$ cat src/rtl/xc_malu_pkg.sv
// Shared constants and encodings for the MALU divide engine.
package xc_malu_pkg;

  localparam int XC_MALU_XLEN = 32;
  localparam int XC_DIV_CNT_W = $clog2(XC_MALU_XLEN);

  typedef enum logic [1:0] {
    XC_DIV_IDLE = 2'd0,
    XC_DIV_RUN  = 2'd1,
    XC_DIV_DONE = 2'd2
  } xc_div_state_e;

  // Which accumulator drives the result once DONE.
  typedef enum logic [1:0] {
    XC_SEL_NONE = 2'd0,
    XC_SEL_QUO  = 2'd1,
    XC_SEL_REM  = 2'd2
  } xc_div_sel_e;

endpackage

$ cat src/rtl/xc_malu_div_step.sv
// One restoring-division step: shift {rem,quo} left, subtract divisor if it fits.
module xc_malu_div_step #(
  parameter int XLEN = 32
) (
  input  logic [XLEN-1:0] rem_i,
  input  logic [XLEN-1:0] quo_i,
  input  logic [XLEN-1:0] divisor_i,
  output logic [XLEN-1:0] rem_o,
  output logic [XLEN-1:0] quo_o
);

  logic [XLEN:0] rem_sh;
  logic [XLEN:0] trial;
  logic          borrow;

  assign rem_sh = {rem_i, quo_i[XLEN-1]};
  assign trial  = rem_sh - {1'b0, divisor_i};
  // rem stays below the divisor, so a non-negative trial never sets the top bit.
  assign borrow = trial[XLEN];

  assign rem_o = borrow ? rem_sh[XLEN-1:0] : trial[XLEN-1:0];
  assign quo_o = {quo_i[XLEN-2:0], ~borrow};

endmodule

$ cat src/rtl/xc_malu_divider.sv
// Iterative RV32M div/divu/rem/remu unit, 1 quotient bit per cycle, MALU valid/ready/flush responder.
module xc_malu_divider
  import xc_malu_pkg::*;
#(
  parameter int XLEN = XC_MALU_XLEN
) (
  input  logic            clock,
  input  logic            resetn,
  input  logic [XLEN-1:0] rs1,
  input  logic [XLEN-1:0] rs2,
  input  logic            flush,
  input  logic            valid,
  input  logic            uop_div,
  input  logic            uop_divu,
  input  logic            uop_rem,
  input  logic            uop_remu,
  output logic [XLEN-1:0] result,
  output logic            ready
);

  localparam int CNT_W = $clog2(XLEN);

  xc_div_state_e state_q, state_d;
  xc_div_sel_e   sel_q, sel_d;
  logic [CNT_W-1:0] cnt_q, cnt_d;
  logic [XLEN-1:0]  rem_q, rem_d;
  logic [XLEN-1:0]  quo_q, quo_d;
  logic [XLEN-1:0]  dvs_q, dvs_d;
  logic             negq_q, negq_d;
  logic             negr_q, negr_d;

  logic [XLEN-1:0] rem_nx, quo_nx;
  logic [XLEN-1:0] rs1_mag, rs2_mag;
  logic            op_sgn;
  xc_div_sel_e     op_sel;

  xc_malu_div_step #(.XLEN(XLEN)) u_step (
    .rem_i     (rem_q),
    .quo_i     (quo_q),
    .divisor_i (dvs_q),
    .rem_o     (rem_nx),
    .quo_o     (quo_nx)
  );

  // Uop decode with priority div > divu > rem > remu.
  always_comb begin
    op_sgn = 1'b0;
    op_sel = XC_SEL_NONE;
    if (uop_div) begin
      op_sgn = 1'b1;
      op_sel = XC_SEL_QUO;
    end else if (uop_divu) begin
      op_sel = XC_SEL_QUO;
    end else if (uop_rem) begin
      op_sgn = 1'b1;
      op_sel = XC_SEL_REM;
    end else if (uop_remu) begin
      op_sel = XC_SEL_REM;
    end
  end

  assign rs1_mag = (op_sgn && rs1[XLEN-1]) ? -rs1 : rs1;
  assign rs2_mag = (op_sgn && rs2[XLEN-1]) ? -rs2 : rs2;

  always_comb begin
    state_d = state_q;
    sel_d   = sel_q;
    cnt_d   = cnt_q;
    rem_d   = rem_q;
    quo_d   = quo_q;
    dvs_d   = dvs_q;
    negq_d  = negq_q;
    negr_d  = negr_q;
    case (state_q)
      XC_DIV_IDLE: begin
        if (valid && !flush) begin
          sel_d = op_sel;
          cnt_d = '0;
          if (rs2 == '0 || op_sel == XC_SEL_NONE) begin
            // Divide-by-zero answers come straight from the raw operands.
            state_d = XC_DIV_DONE;
            quo_d   = '1;
            rem_d   = rs1;
            dvs_d   = rs2;
            negq_d  = 1'b0;
            negr_d  = 1'b0;
          end else begin
            state_d = XC_DIV_RUN;
            quo_d   = rs1_mag;
            rem_d   = '0;
            dvs_d   = rs2_mag;
            negq_d  = op_sgn & (rs1[XLEN-1] ^ rs2[XLEN-1]);
            negr_d  = op_sgn & rs1[XLEN-1];
          end
        end
      end
      XC_DIV_RUN: begin
        rem_d = rem_nx;
        quo_d = quo_nx;
        if (cnt_q == CNT_W'(XLEN-1)) begin
          state_d = XC_DIV_DONE;
        end else begin
          cnt_d = cnt_q + CNT_W'(1);
        end
      end
      XC_DIV_DONE: state_d = XC_DIV_DONE;
      default:     state_d = XC_DIV_IDLE;
    endcase
    if (flush) begin
      state_d = XC_DIV_IDLE;
      cnt_d   = '0;
    end
  end

  always_ff @(posedge clock or negedge resetn) begin
    if (!resetn) begin
      state_q <= XC_DIV_IDLE;
      sel_q   <= XC_SEL_NONE;
      cnt_q   <= '0;
      rem_q   <= '0;
      quo_q   <= '0;
      dvs_q   <= '0;
      negq_q  <= 1'b0;
      negr_q  <= 1'b0;
    end else begin
      state_q <= state_d;
      sel_q   <= sel_d;
      cnt_q   <= cnt_d;
      rem_q   <= rem_d;
      quo_q   <= quo_d;
      dvs_q   <= dvs_d;
      negq_q  <= negq_d;
      negr_q  <= negr_d;
    end
  end

  assign ready = (state_q == XC_DIV_DONE);

  always_comb begin
    result = '0;
    if (ready) begin
      case (sel_q)
        XC_SEL_QUO: result = negq_q ? -quo_q : quo_q;
        XC_SEL_REM: result = negr_q ? -rem_q : rem_q;
        default:    result = '0;
      endcase
    end
  end

endmodule

$ cat config.mk
export PLATFORM = sky130hd
export DESIGN_NAME = xc_malu_divider
export DESIGN_NICKNAME = d
export VERILOG_FILES = /design/src/rtl/xc_malu_pkg.sv /design/src/rtl/xc_malu_div_step.sv /design/src/rtl/xc_malu_divider.sv
export SDC_FILE = /design/constraint.sdc
export NUM_CORES = 1
export LEC_CHECK = 0
export ABC_AREA = 1
export CAP_MARGIN = 20
export CORE_MARGIN = 3
export CORE_UTILIZATION = 25
export CTS_BUF_LIST = sky130_fd_sc_hd__clkbuf_4
export CTS_CLUSTER_DIAMETER = 100
export DETAILED_ROUTE_END_ITERATION = 7
export SYNTH_ARGS = -nofsm -noshare
export SYNTH_HDL_FRONTEND = slang
export SYNTH_SLANG_ARGS = --single-unit
$ cat constraint.sdc
create_clock -name clock -period 3.4 [get_ports clock]
set_input_delay 0.34 -clock clock [delete_from_list [all_inputs] [get_ports clock]]
set_output_delay 0.34 -clock clock [all_outputs]
set_load 0.05 [all_outputs]
==> impl_metrics.tcl, run 1 <==
set metrics [dict create \
    vias_per_cell 4.97 \
    gp_congestion 0.978 \
    r2r_end "rem_q[0]" \
    clkLatencyLatePin_ns 0.55 \
    hp-class "in -> async" \
    io_pins 105 \
    synth_edf_count 0 \
    finClkSkew_ns 0.0297 \
    syn_inst 2030 \
    total_power_mw 14.6 \
    ys_seq_area_frac 0.219 \
    combPwrFrac 0.769 \
    crit_path_end "result[12]" \
    slew_violations 0 \
    num_rows 80 \
    core-area_um2 48000 \
    cts_root_buffer "clkbuf_4" \
    antenna_found_initial 1 \
    ys_ff_latch 107 \
    post-route-period-util 0.961 \
    netlist.area_leader.share 0.219 \
    grt_use_total 0.178 \
    worstSetupPathType "reg -> out" \
    worst_slew_pin_slew_ns 0.846 \
    setup_violations 0 \
    cp.arrival_ns 2.93 \
    setup.worst_path.start "quo_q[0]" \
    synth.largest_area_cell "dfrtp_1" \
    synthArstFlopShare 1.00 \
    vias 13574 \
    ant_nets 0 \
    rsz0062_at_grt "true" \
    ir_drop_uv 500 \
    initial_core_util 0.255 \
    clock-sinks 107 \
    dp_hpwl_um 37200 \
    wirelength_um 46400 \
    yosysWarnings 0 \
    timing.final.hold_violations 0 \
    clkPwrFrac 0.050 \
    syn_area_per_cell_um2 6.03 \
    drive_above_1_share 0.102 \
    p_leak_nw 6.91 \
    areaGrowthSynthToFinish_pct 16.9 \
    port_buffers 104 \
    synth_area_um2 12200 \
    grt-ovfl-total 0 \
    rrSetupSlack_ns 0.54 \
    cp-start-kind "flop" \
    fmax_ghz 0.306 \
    slew-limit-headroom 0.436 \
    power.switching_mw 8.92 \
    regToRegStartpoint "quo_q[31]" \
    design.die.area_um2 51700 \
    cts_tree "yes" \
    wl_per_cell_um 17.0 \
    min_period_ns 3.27 \
    power_frac_seq 0.182 \
    synthFlopType "dfrtp_1" \
    drt-initial-drc-count 1214 \
    syn_nets 2147 \
    synth.distinct_cells 51 \
    htreeDepth 3 \
    cp_max_fo 5 \
    synth_area_leaders "dfrtp_1 (22%), nand2_1 (16%), inv_1 (10%)" \
    pre_cts_ws_ns 0.523 \
    die_h_um 227 \
    status "completed" \
    internal-power_mw 5.66 \
    grt_pass1_wl_um 72200 \
    final_nets 2222 \
    fin_tns_setup_ns 0 \
    cts.reportedPaths.clkPinSlew_ns 0.21 \
    drc_errors 0 \
    postLayoutSetupSlackWorst_ns 0.131 \
    maxCapViolCount 0 \
    drt_pass1_iterations 5 \
    switching_share 0.612 \
    first_global_vias 12813 \
    worst_setup_path_end_kind "output pin" \
    crit_required_ns 3.06 \
    cts_buffers 9 \
    clk_path_buf_depth 2 \
    postCtsSetupBuffers 0 \
    die-width_um 227 \
    grt_max_degree 73 \
    reg2regPathDepth 17 \
    power-per-cell-area_nw_per_um2 1020 \
]
## layer usage
layer  wire (um)  vias up  track usage
li1            -     6657            -
met1       21700     6310        0.254
met2       20500      548        0.288
met3        3110       59       0.0201
met4        1070        0       0.0464
met5           0        -            0
## worst max-delay path: stages (launching register included)
cell	delay [ns]
dfrtp_1	0.43
inv_1	0.13
ha_1	0.20
inv_1	0.07
nor3_2	0.16
inv_1	0.15
nor2_4	0.16
nand2_1	0.12
nand2_1	0.11
o21ai_0	0.12
a21oi_1	0.18
o21ai_0	0.17
a21oi_2	0.21
buf_12	0.16
## how the worst min path moves through the flow
stage               startpoint  endpoint  cells past startpoint
finish                  resetn  quo_q[6]                      2
global route            resetn  quo_q[6]                      2
CTS                     resetn  quo_q[6]                      2
detailed placement      resetn  quo_q[5]                      1
global placement        resetn  quo_q[5]                      1
floorplan               resetn  cnt_q[0]                      0
## registers in the layout (all words and copies together) (netlist names)
signal / cells
sel_q: 2
quo_q: 32
dvs_q: 32
negr_q: 1
state_q: 2
cnt_q: 5
rem_q: 32
negq_q: 1
## cell type report
type	instances	area (um^2)
multi-input combinational	1505	7990
antenna	4	10.0
sequential	107	2680
tap	615	769
clock buffer	9	67.6
fill	5362	33700
timing repair buffer	129	1420
inverter	353	1330
clock inverter	7	57.6
## cell usage after synthesis (4+ instances only)
master / count
nand2_2: 18
inv_2: 17
o31ai_1: 5
a21oi_1: 114
xor2_1: 52
clkinv_1: 4
nor2_1: 211
a21oi_2: 25
a31oi_1: 34
nand2_4: 26
nor2_2: 7
buf_2: 9
dfrtp_1: 107
nand3_1: 148
inv_1: 332
nand2_1: 513
nand3b_1: 6
buf_4: 5
nor4_1: 7
o211ai_1: 23
ha_1: 44
o21ai_1: 12
nor3_2: 5
clkbuf_1: 46
o22ai_1: 11
o21ai_0: 128
nand4_1: 22
nand3_2: 22
xnor2_1: 14
nor3_1: 28
a21o_1: 5
## cells by family after synthesis
family | after synthesis | synth area share
fa+ha+maj | 45 | 0.0466
compound gates | 371 | 0.176
xor+xnor | 66 | 0.0472
mux | 1 | 0.000817
simple gates | 1022 | 0.377
flops | 107 | 0.219
buf+inv | 418 | 0.135
## cell usage in the layout (no fill, tap or decap), drive strengths merged, types with 11 or more instances in the layout
cell,n
inv,353
nor2,218
xnor2,14
nor3,33
xor2,52
nand2,557
o211ai,23
buf,57
nand3,171
a31oi,34
ha,44
dfrtp,107
a21oi,141
o22ai,11
nand4,22
o21ai,142
clkdlybuf4s50,71
## through the flow
step	hold WS, ns	std cells	utilization	cell area, um^2
floorplan	0.0444	2030	-	12200
global placement	0.433	2708	0.294	14100
detailed placement	0.427	2708	0.294	14100
CTS	0.341	2725	0.297	14300
global route	0.376	2729	0.298	14300
finish	0.343	2729	0.298	14300
## power groups by stage
stage          sequential [mW]  clock [mW]  combinational (mW)
2_1_floorplan             2.32           0                8.39
3_3_place_gp              2.64           0                10.9
3_5_place_dp              2.65           0                11.1
4_1_cts                   2.62       0.740                11.1
5_1_grt                   2.72       0.772                12.5
6_report                  2.65       0.722                11.2
## what timing repair did
action / CTS / global route
gates resized for setup: 3 / 13
endpoints found under the setup margin: 3 / 14
hold buffers: 1 / 0
endpoints found under the hold margin: 44 / 0
No activity file was read; power rests on OpenSTA's default activity.
==> inputs of run 2 (changes only) <==
- clock period: 3.4 -> 3 ns (I/O delays scaled with it)
==> run 2 against run 1 <==
The flow now finishes with violations (setup timing). Die area unchanged. Non-clock buffer count increased by 35. Register-to-register slack got worse by 0.36 ns. Combinational power increased by 20%. Sequential power increased by 14%. Largest power group unchanged. Final cell count increased by 1.2%.
==> impl_metrics.tcl, run 2 (synthesis results as in run 1) <==
set metrics [dict create \
    antenna_found_initial 1 \
    clock-sinks 107 \
    fill_cells 5304 \
    power.switching_mw 10.5 \
    violations "setup timing" \
    regToRegStartpoint "quo_q[31]" \
    min_period_ns 3.12 \
    clkPwrFrac 0.045 \
    worst_path_max_delay_cell "dfrtp_2" \
    grt-ovfl-total 0 \
    cp_slowest_stage_delay_ns 0.50 \
    combPwrFrac 0.779 \
    dp_hpwl_um 37900 \
    ant_nets 0 \
    clkLatencyLatePin_ns 0.54 \
    gp_congestion 0.988 \
    wl_per_cell_um 17.1 \
    drc_errors 0 \
    final_core_util 0.312 \
    path_cells "nor2_2 > nand4_1 > nor2_2 > nand4_1 > nand2_2 > buf_4 > o21ai_0 > a21oi_1 > buf_12" \
    core-area_um2 48000 \
    cp_max_fo 5 \
    worstSetupPathType "reg -> out" \
    grt_use_total 0.179 \
    internal-power_mw 6.77 \
    reg2regPathDepth 17 \
    fin_tns_setup_ns -0.308 \
    vias_per_cell 4.95 \
    crit_required_ns 2.70 \
    cts_root_buffer "clkbuf_4" \
    maxCapViolCount 0 \
    rsz0062_at_grt "true" \
    worst_setup_path_end_kind "output pin" \
    place_inst 2719 \
    r2r_end "rem_q[0]" \
    finClkSkew_ns 0.0187 \
    clk_path_buf_depth 2 \
    power_frac_seq 0.176 \
    post-route-period-util 1.04 \
    slew_violations 0 \
    final_common_cell "nand2_1" \
    ir_drop_uv 629 \
    postLayoutSetupSlackWorst_ns -0.122 \
    final_nets 2257 \
    total_power_mw 17.2 \
    power-per-cell-area_nw_per_um2 1150 \
    die-width_um 227 \
    mostFrequentLayoutCells "nand2_1 (503), inv_1 (320), nor2_1 (196)" \
    drt_pass1_iterations 7 \
    vias 13677 \
    hp-class "in -> async" \
    design.die.area_um2 51700 \
    io_pins 105 \
    areaGrowthSynthToFinish_pct 22.4 \
    cp-start-kind "flop" \
    grt_max_degree 52 \
    cts.reportedPaths.clkPinSlew_ns 0.19 \
    p_leak_nw 7.12 \
    setup_violations 6 \
    drive_above_1_share 0.145 \
    num_rows 80 \
    rrSetupSlack_ns 0.18 \
    fmax_ghz 0.320 \
    slew-limit-headroom 0.465 \
    status "complete, but fails checks" \
    cp.arrival_ns 2.82 \
    finalNonFillerCells 2762 \
    first_global_vias 12700 \
    wirelength_um 47100 \
    htreeDepth 3 \
    initial_core_util 0.255 \
    port_buffers 104 \
    grt_pass1_wl_um 72400 \
    worst_slew_pin_slew_ns 0.802 \
    timing.final.hold_violations 0 \
    reg_top3 "dvs_q (32), quo_q (32), rem_q (32)" \
    drt-initial-drc-count 1416 \
    cts_tree "yes" \
    switching_share 0.607 \
    cts_buffers 9 \
    die_h_um 227 \
]
## run 2: worst max-delay path by stage
stage	startpoint	to	slack [ns]	cells after the start
after floorplan	rem_q[0]	result[24]	0.26	12
after global placement	rs2[0]	quo_q[0]	0.12	12
after detailed placement	rs2[0]	quo_q[9]	0.1	12
after CTS	rem_q[0]	result[24]	-0.01	13
after global routing	rem_q[4]	result[24]	-0.21	12
final	rem_q[4]	result[23]	-0.12	9
## run 2: repair_timing
action | 4_1_cts | 5_1_grt
hold endpoints to repair | 48 | 0
resized for setup | 47 | 51
pin swaps | 10 | 29
endpoints found under the setup margin | 20 | 27
setup buffers | 9 | 16
hold buffers | 1 | 0
## run 2: cell type report
class | instances | area (um^2) | area share
Antenna cell | 2 | 5.00 | 0.000334
Timing Repair Buffer | 164 | 1840 | 0.123
Clock inverter | 7 | 63.8 | 0.00426
Inverter | 353 | 1330 | 0.0888
Clock buffer | 9 | 67.6 | 0.00451
Sequential cell | 107 | 2690 | 0.179
Multi-Input combinational cell | 1505 | 8230 | 0.549
Tap cell | 615 | 769 | 0.0513
## run 2: stage by stage
step / hold slack, ns / cell area [um^2] / worst slack, ns
global placement: 0.418 / 14400 / 0.122
CTS: 0.380 / 14700 / -0.0112
detailed placement: 0.427 / 14400 / 0.0953
floorplan: 0.00441 / 12200 / 0.264
global route: 0.388 / 15000 / -0.206
finish: 0.350 / 15000 / -0.122
## run 2: critical path: cells and delay by family (launching register included)
family                 cells  cell delay (ns)
DFF                        1             0.50
buffers and inverters      2             0.31
and+or+nand+nor            5             1.01
AOI/OAI and AO/OA          2             0.46
## run 2: power by group through the flow
| stage | combinational [mW] | sequential (mW) | clock (mW) |
|---|---|---|---|
| 2_1_floorplan | 9.51 | 2.63 | 0 |
| 3_3_place_gp | 12.7 | 3.01 | 0 |
| 3_5_place_dp | 12.8 | 3.02 | 0 |
| 4_1_cts | 13.0 | 2.99 | 0.797 |
| 5_1_grt | 14.9 | 3.10 | 0.861 |
| 6_report | 13.4 | 3.03 | 0.777 |
## run 2: layer usage
layer	wire length, um	vias up	GRT usage
met5	0	-	0
met4	1020	0	0.0447
met3	2840	57	0.0233
met2	21100	522	0.285
met1	22200	6363	0.258
li1	-	6735	-
